File: config.mk
export PLATFORM = sky130hd
export DESIGN_NAME = spdif_src_sched
export DESIGN_NICKNAME = d
export VERILOG_FILES = /design/src/rtl/spdif_src_sched.sv
export SDC_FILE = /design/constraint.sdc
export NUM_CORES = 1
export LEC_CHECK = 0
export BUFFER_PORTS_ARGS = -buffer_cell sky130_fd_sc_hd__buf_2
export CORE_AREA = 4 4 167 169
export CTS_CLUSTER_DIAMETER = 50
export CTS_CLUSTER_SIZE = 40
export DETAILED_ROUTE_END_ITERATION = 10
export DIE_AREA = 0 0 171 173
export PLACE_DENSITY = 0.57
export REMOVE_ABC_BUFFERS = 1
export SLEW_MARGIN = 25
export SYNTH_ARGS = -nofsm -noshare
export SYNTH_HDL_FRONTEND = slang
export SYNTH_SLANG_ARGS = --single-unit
File: constraint.sdc
create_clock -name clk_i -period 3.6 [get_ports clk_i]
set_input_delay 0.18 -clock clk_i [delete_from_list [all_inputs] [get_ports clk_i]]
set_output_delay 0.18 -clock clk_i [all_outputs]
set_load 0.01 [all_outputs]
File: src/rtl/spdif_src_sched.sv
// SPDIF sample scheduler: arbitrates source A (priority) and source B into a small FIFO,
// flushing and muting on every source change. Define SPDIF_SCHED_STATS_EN to build the underrun counter.
module spdif_src_sched #(
  parameter int FIFO_AW   = 2,
  parameter int MUTE_REQS = 8
) (
  input  logic        clk_i,
  input  logic        rst_i,
  input  logic [1:0]  src_en_i,
  input  logic [31:0] a_data_i,
  input  logic        a_valid_i,
  output logic        a_ready_o,
  input  logic [31:0] b_data_i,
  input  logic        b_valid_i,
  output logic        b_ready_o,
  input  logic        sample_req_i,
  output logic [31:0] sample_o,
  output logic [1:0]  active_src_o,
  output logic        underrun_o,
  output logic [15:0] underrun_cnt_o
);

  typedef enum logic [1:0] {
    IDLE_S  = 2'd0,
    SRC_A_S = 2'd1,
    SRC_B_S = 2'd2,
    FLUSH_S = 2'd3
  } state_t;

  localparam logic [FIFO_AW:0]   DEPTH_C    = {1'b1, {FIFO_AW{1'b0}}};
  localparam logic [FIFO_AW:0]   CNT_ZERO_C = (FIFO_AW+1)'(0);
  localparam logic [FIFO_AW:0]   CNT_ONE_C  = (FIFO_AW+1)'(1);
  localparam logic [FIFO_AW-1:0] PTR_ZERO_C = FIFO_AW'(0);
  localparam logic [FIFO_AW-1:0] PTR_ONE_C  = FIFO_AW'(1);
  localparam logic [7:0]         MUTE_LD_C  = 8'(MUTE_REQS);

  state_t              state_r, state_s, dest_s;
  logic [1:0]          tgt_s, pend_r, pend_s;
  logic [7:0]          mute_r, mute_s;
  logic [31:0]         mem_r [0:(2**FIFO_AW)-1];
  logic [FIFO_AW-1:0]  wr_ptr_r, rd_ptr_r;
  logic [FIFO_AW:0]    count_r, count_s;
  logic                in_src_s, push_s, pop_s, flush_s, underrun_s;
  logic [31:0]         push_data_s;

  function automatic logic [1:0] src_code(input state_t st);
    case (st)
      SRC_A_S: src_code = 2'b01;
      SRC_B_S: src_code = 2'b10;
      default: src_code = 2'b00;
    endcase
  endfunction

  // Target source: A wins over B.
  always_comb begin
    if (src_en_i[0]) begin
      tgt_s = 2'b01;
    end else if (src_en_i[1]) begin
      tgt_s = 2'b10;
    end else begin
      tgt_s = 2'b00;
    end
  end

  // Destination state once the mute window of the pending source ends.
  always_comb begin
    case (pend_r)
      2'b01:   dest_s = SRC_A_S;
      2'b10:   dest_s = SRC_B_S;
      default: dest_s = IDLE_S;
    endcase
  end

  // Next-state, pending source and mute counter.
  always_comb begin
    state_s = state_r;
    pend_s  = pend_r;
    mute_s  = mute_r;
    case (state_r)
      IDLE_S, SRC_A_S, SRC_B_S: begin
        if (tgt_s != src_code(state_r)) begin
          state_s = FLUSH_S;
          pend_s  = tgt_s;
          mute_s  = MUTE_LD_C;
        end else begin
          state_s = state_r;
        end
      end
      FLUSH_S: begin
        if (tgt_s != pend_r) begin
          pend_s = tgt_s;
          mute_s = MUTE_LD_C;
        end else if (sample_req_i && (mute_r != 8'd0)) begin
          mute_s = mute_r - 8'd1;
          if (mute_r == 8'd1) begin
            state_s = dest_s;
          end else begin
            state_s = FLUSH_S;
          end
        end else if (mute_r == 8'd0) begin
          state_s = dest_s;
        end else begin
          state_s = FLUSH_S;
        end
      end
      default: state_s = IDLE_S;
    endcase
  end

  // FIFO control: push on handshake, pop on request, clear when entering FLUSH.
  always_comb begin
    in_src_s    = (state_r == SRC_A_S) || (state_r == SRC_B_S);
    push_s      = (a_valid_i && a_ready_o) || (b_valid_i && b_ready_o);
    push_data_s = a_ready_o ? a_data_i : b_data_i;
    pop_s       = sample_req_i && in_src_s && (count_r != CNT_ZERO_C);
    underrun_s  = sample_req_i && in_src_s && (count_r == CNT_ZERO_C);
    flush_s     = (state_s == FLUSH_S) && (state_r != FLUSH_S);
    if (flush_s) begin
      count_s = CNT_ZERO_C;
    end else if (push_s && !pop_s) begin
      count_s = count_r + CNT_ONE_C;
    end else if (pop_s && !push_s) begin
      count_s = count_r - CNT_ONE_C;
    end else begin
      count_s = count_r;
    end
  end

  // State, pointers and counters.
  always_ff @(posedge clk_i or posedge rst_i) begin
    if (rst_i) begin
      state_r  <= IDLE_S;
      pend_r   <= 2'b00;
      mute_r   <= 8'd0;
      wr_ptr_r <= PTR_ZERO_C;
      rd_ptr_r <= PTR_ZERO_C;
      count_r  <= CNT_ZERO_C;
    end else begin
      state_r <= state_s;
      pend_r  <= pend_s;
      mute_r  <= mute_s;
      count_r <= count_s;
      if (flush_s) begin
        wr_ptr_r <= PTR_ZERO_C;
        rd_ptr_r <= PTR_ZERO_C;
      end else begin
        if (push_s) wr_ptr_r <= wr_ptr_r + PTR_ONE_C;
        if (pop_s)  rd_ptr_r <= rd_ptr_r + PTR_ONE_C;
      end
    end
  end

  // FIFO storage; a push coinciding with a flush is dropped.
  always_ff @(posedge clk_i) begin
    if (push_s && !flush_s) begin
      mem_r[wr_ptr_r] <= push_data_s;
    end
  end

  // Registered outputs; ready looks ahead at next state and next count.
  always_ff @(posedge clk_i or posedge rst_i) begin
    if (rst_i) begin
      sample_o     <= 32'h0000_0000;
      active_src_o <= 2'b00;
      a_ready_o    <= 1'b0;
      b_ready_o    <= 1'b0;
      underrun_o   <= 1'b0;
    end else begin
      if (sample_req_i) begin
        sample_o <= pop_s ? mem_r[rd_ptr_r] : 32'h0000_0000;
      end
      active_src_o <= src_code(state_s);
      a_ready_o    <= (state_s == SRC_A_S) && (count_s < DEPTH_C);
      b_ready_o    <= (state_s == SRC_B_S) && (count_s < DEPTH_C);
      underrun_o   <= underrun_s;
    end
  end

`ifdef SPDIF_SCHED_STATS_EN
  logic [15:0] urun_cnt_r;

  // Saturating underrun counter.
  always_ff @(posedge clk_i or posedge rst_i) begin
    if (rst_i) begin
      urun_cnt_r <= 16'h0000;
    end else if (underrun_s && (urun_cnt_r != 16'hFFFF)) begin
      urun_cnt_r <= urun_cnt_r + 16'h0001;
    end
  end

  assign underrun_cnt_o = urun_cnt_r;
`else
  assign underrun_cnt_o = 16'h0000;
`endif

endmodule

After elaboration in Yosys (flattened, before gate mapping)
Memories as Yosys holds them, arrays and structs flattened.
Index checks and enable logic that the tools add are counted.
- register bits after elaboration: 56
- latch bits: 0
- memory bits (writable): 128
- memory bits (read-only): 0
- input port bits: 71
- output and inout bits: 53
- logic and storage cells: 90
- memories kept: 1
- memory list (memory ; depth ; bits a word ; rd ports ; clocked after memory_dff ; write ports ; line ; source):
    mem_r ; 4 ; 32 ; 1 ; 0 ; 1 ; 40 ; logic [31:0] mem_r [0:(2**FIFO_AW)-1];
- $add $sub $neg: 5
- multiply operators: 0
- div/mod/pow operators: 0
- $lt $le $gt $ge: 1
- equality and inequality tests: 15
- shift-type cells: 0
- multiplexer cells: 30
- bitwise operators: 0
- reduce and logical (&&, ||, !) cells: 27
- operator list (cell ; number):
    two-way mux 32 bit ; 2
    two-way mux 2 bit ; 14
    two-way mux 8 bit ; 3
    case mux 2 bit (2 select lines) ; 5
    case mux 8 bit (2 select lines) ; 1
    logical AND 1 bit ; 12
    equality test 2 bit, second input constant ; 5
    two-way mux 3 bit ; 3
    equality test 8 x 1 -> 1 bit, second input constant ; 1
    zero test 8 bit ; 1
    nonzero test 8 bit ; 1
    subtractor 8 x 1 -> 8 bit, second input constant ; 1
    equality test 2 x 1 -> 1 bit, second input constant ; 3
    != test 2 bit, second input constant ; 3
    adder 2 x 1 -> 2 bit, second input constant ; 2
    != test 2 bit ; 2
    AND reduction 2 bit ; 2
    nonzero test 2 bit ; 2
    adder 3 x 1 -> 3 bit, second input constant ; 1
    zero test 1 bit ; 3
    zero test 3 bit ; 1
    less-than comparator 3 bit, second input constant ; 1
    != test 3 bit, second input constant ; 1
    nonzero test 3 bit ; 1
    other kinds (5) ; 7

Logic depth before layout (Yosys ltp)
- depth in word-level cells: 12
- depth in mapped cells: 8
- mapped depth without buffers: 7

Least setup slack after synthesis
OpenSTA, ideal clock, no wires.
- path type: flip-flop to flip-flop
- from: register state_r[0]
- to: memory mem_r[0][0] (enable)
- library setup time: 0.392 ns
- arrival: 2.241 ns
- required time: 3.208 ns
- setup slack: 0.967 ns
- cell stages (with the launch flop): 8
- path buffers: 0
- period minus slack after synthesis: 2.633 ns
- cell sequence: dfrtp_1 > inv_1 > ha_1 > xnor2_1 > a2bb2oi_1 > o21a_1 > nor2_1 > and2_1
- longest elaborated chain between the ends: 12
- elaborated cells on any way between the ends: 18
- classes of those cells: eq/ne: 6; mux: 7; reduce/logical: 5
- RTL lines (what ; line ; source):
    from (decl) ; 37 ; state_t state_r, state_s, dest_s;
    from (signal assigned) ; 139 ; state_r <= state_s;
    equality test 2 bit / equality test 2 x 1 -> 1 bit (equally long branches) ; 47, 79 ;
    case mux 2 bit (2 select lines) ; 47 ; case (st)
    two-way mux 2 bit ; 79 ; case (state_r)
    != test 2 bit ; 81 ; if (tgt_s != src_code(state_r)) begin
    two-way mux 2 bit ; 81 ;
    case mux 2 bit (2 select lines) ; 79 ;
    equality test 2 bit ; 117 ; flush_s = (state_s == FLUSH_S) && (state_r != FLUSH_S);
    logical AND 1 bit (*) ; 117 ;
    zero test 1 bit (*) ; 155 ; if (push_s && !flush_s) begin
    logical AND 1 bit (*) ; 155 ;
    two-way mux 1 bit (*) ; 155 ;
    two-way mux 1 bit (not written as such) (*) ; 156 ; mem_r[wr_ptr_r] <= push_data_s;
    to (decl) ; 40 ;
Mark *: on every way between the ends. The rest lies on a longest branch, timed or not. The select of a mux whose other input is x is not followed.

Worst setup path after layout
- from: register state_r[0]
- to: memory mem_r[1][15] (enable)
The elaborated chain is that of the path after synthesis.

==> results by group <==
GRT
  – Vias in the first global route: 4,391
  – Wire length of the first global-routing pass: 25.7 mm
  – GR Util All Layers: 11.3%
  – Maximum number of pins on one net before global-route repair: 40
  – Number of antenna violations at the first check in global routing: 0
  – Residual overflow from global routing: 0

Timing
  – Clock tree skew after final layout: 0.0161 ns
  – Unrepaired setup endpoints after global routing: no
  – Min cycle time layout: 2.64 ns
  – Maximum clock frequency: 0.379 GHz
  – Sum of negative setup slack: 0 ns
  – Portion of the clock cycle consumed by the worst path in the final layout: 73.3%
  – Worst hold slack after final layout: 0.0603 ns
  – Count of final max-slew check failures: 0
  – Final Setup Violations: 0
  – Slew margin rel.: 41.1%
  – Slew of the pin with the lowest slew margin: 0.884 ns
  – Number of failing hold endpoints at the final stage: 0

Die
  – Die width: 171 um
  – I/O pin count: 124
  – Core area: 0.0266 mm2
  – Initial standard-cell utilization of the core: 29.4%
  – Die boundary height: 173 um
  – Number of rows created at floorplan: 60
  – Die outline area: 0.0296 mm2

Power
  – Worst vdd rail ir drop: 0.349 mV
  – P per Cell Area: 693 mW/mm2
  – Leakage: 3.52 nW
  – Total power consumption of the routed design: 6.44 mW

Route
  – Antenna Nets Post-Route: 0
  – Total length of routed wires: 16.2 mm
  – Average detailed-routed wire length per instance: 16.8 um
  – DRC marker count from the first detailed-route iteration: 333
  – Detailed-route DRC error count: 0
  – DR pass1 iterations: 4
  – Vias post-DR: 4,283
  – Post-detailed-route via-to-cell ratio: 4.42

Setup path
  – Required time of the critical path: 3.67 ns
  – Standard cell with the maximum stage delay on the critical path: dfrtp_1
  – Category of the worst setup path capture point: flop
  – Critical Setup Path Class: reg -> reg
  – Element type at the critical path start: flop
  – Maximum fanout encountered on the critical timing path: 28
  – Max stage delay on crit path: 0.44 ns
  – Critical Path, Cell by Cell: inv_1, ha_1, xnor2_1, a2bb2oi_1, o21a_1, nor2_1, and2_2, buf_4
  – Arrival @ worst endpoint: 2.71 ns

Layout
  – Final Util: 35.0%
  – Layout cell share with drive strength beyond 1: 37.6%
  – Synth-to-layout area growth: 19.1%
  – Final Non-Filler Cells: 968
  – Ant. Diodes: 0
  – Net total in the final layout: 697

Placed design
  – Cell Count Post-Placement: 935
  – DP HPWL: 11.1 mm
  – Global placer's final weighted congestion: 0.729
  – Port Buffer Count: 107

Yosys
  – Mux share of post-synthesis cell area: 14.0%
  – Area share of fa/ha/maj cells after synthesis: 2.18%
  – Combinational family with the most area after synthesis: multiplexers
  – Share of the synthesized netlist area taken by xor and xnor gates: 1.46%
  – Share of the synthesized area in the top cell type: 49.2%
  – Post-synth cell types: 49
  – Top-count cell post-synth: edfxtp_1
  – Sequential fraction of the synthesis area: 67.2%
  – Top cells by area in the synthesized netlist: edfxtp_1 49%, dfrtp_1 18%, mux4_2 9.2%, mux2_2 4.8%, inv_1 2.1%
  – Share of synthesized registers carrying an async set or reset: 30.4%
  – Post-synthesis share of cell area spent on and, or, nand and nor gates: 6.16%
  – Synthesized area divided by synthesized cell count: 15.7 um2
  – Cell area after technology mapping: 0.00780 mm2
  – Post-synthesis compound-gate area fraction: 4.26%
  – Most instantiated flip-flop cell in the synthesis netlist: edfxtp_1
  – Most frequent cells after synthesis: 128 x edfxtp_1, 56 x dfrtp_1, 43 x inv_1
  – Number of warnings printed during yosys synthesis: 0
  – Register bit total from synthesis: 184
  – Post-synth top area cell: edfxtp_1
  – Count of flip-flops with a built-in enable after synthesis: 128
  – Synthesized instance count: 497

Clocking
  – CTS-repair resized insts: 0
  – Total number of H-tree levels: 4
  – Number of hold-repair buffers added at the cts stage: 1
  – Total CTS buffers: 17
  – Clock-pin slew of the registers on the worst-case setup and hold paths: 0.07 ns
  – TritonCTS clock tree: done
  – Root buffer cell: clkbuf_16
  – Maximum buffer depth of the clock tree: 2
  – Clock insertion delay at the later pin of the skew report: 0.43 ns
  – Number of sinks on the clock net: 184
  – Number of buffers added for setup after CTS: 0

Run status
  – Run status: completed

Worst hold path
  – Kind of path behind the tightest hold check: in -> reg

Flow run
  – Max-cap check violation count: 0
cell usage in the layout (no fill, tap or decap), drive strengths merged, types with 3 or more instances in the layout:
master / synthesis / layout
a21oi: 3 / 3
and2: 4 / 4
buf: 24 / 118
clkbuf: 12 / 18
clkinv: 0 / 4
conb: 1 / 16
dfrtp: 56 / 56
edfxtp: 128 / 128
ha: 12 / 12
inv: 43 / 50
mux2: 33 / 33
mux4: 32 / 32
nand2: 38 / 38
nand2b: 3 / 3
nand3: 3 / 3
nand3b: 3 / 3
nand4: 5 / 5
nor2: 16 / 16
nor2b: 3 / 3
nor3: 3 / 3
nor3b: 4 / 4
o21ai: 35 / 35
xnor2: 5 / 5
xor2: 8 / 8
worst paths after layout:
path | startpoint | to | slack, ns | cells past startpoint
setup / recovery | state_r[0] | mem_r[1][15] | 0.96 | 8
hold / removal | src_en_i[1] | pend_r[1] | 0.06 | 3
setup reg to reg | state_r[0] | mem_r[1][15] | 0.96 | 8
hold reg to reg | count_r[2] | underrun_o | 0.51 | 1
max in group asynchronous | rst_i | sample_o[14] | 2.32 | 4
min in group asynchronous | rst_i | mute_r[5] | 0.48 | 3
worst max-delay path: cells and delay by family, from the launching register on:
| kind | cells | cell delay [ns] |
|---|---|---|
| adders and majority gates | 1 | 0.23 |
| and+or+nand+nor | 2 | 0.50 |
| AOI/OAI and AO/OA | 2 | 0.40 |
| xor gates and xnor gates | 1 | 0.21 |
| buffers and inverters | 2 | 0.50 |
| DFF | 1 | 0.44 |
cells by family after synthesis:
group | count (synthesis)
buf+inv | 79
compound gates | 51
mux | 65
fa+ha+maj | 14
other cells | 1
xor+xnor | 13
simple gates | 90
flops | 184
registers in the layout, summed over array words and instances, names as in the netlist:
| register | cells |
|---|---|
| pend_r | 2 |
| mute_r | 8 |
| rd_ptr_r | 2 |
| wr_ptr_r | 2 |
| a_ready_o | 1 |
| count_r | 3 |
| active_src_o | 2 |
| b_ready_o | 1 |
| sample_o | 32 |
| state_r | 2 |
| mem_r | 128 |
| underrun_o | 1 |
per-layer routing:
layer / track usage [%] / share of wire, %
met1: 15.6 / 45
met5: 0 / 0
met3: 2.81 / 5.4
met2: 17.9 / 48
met4: 3.27 / 1.3
where the power goes:
part           internal, mW  total [mW]  leakage (nW)  switching [mW]
registers              2.65        2.92          1.90           0.274
clock network         0.988        1.82         0.278           0.835
logic                 0.815        1.70          1.34           0.886
area by class of cell:
| type | count | area (um2) |
|---|---|---|
| timing repair buffer | 119 | 628 |
| clock inverter | 14 | 135 |
| inverter | 43 | 161 |
| clock buffer | 18 | 439 |
| tap | 341 | 427 |
| sequential | 184 | 5250 |
| multi-input combinational | 249 | 2260 |
| fill | 2599 | 17300 |
through the flow:
| stage | cell area, um2 | setup WS (ns) |
|---|---|---|
| global route | 9300 | 0.712 |
| finish | 9300 | 0.960 |
| global placement | 8710 | 1.01 |
| detailed placement | 8710 | 0.917 |
| CTS | 9300 | 0.909 |
| floorplan | 7660 | 0.872 |
Power figures use the tool's default switching activity.
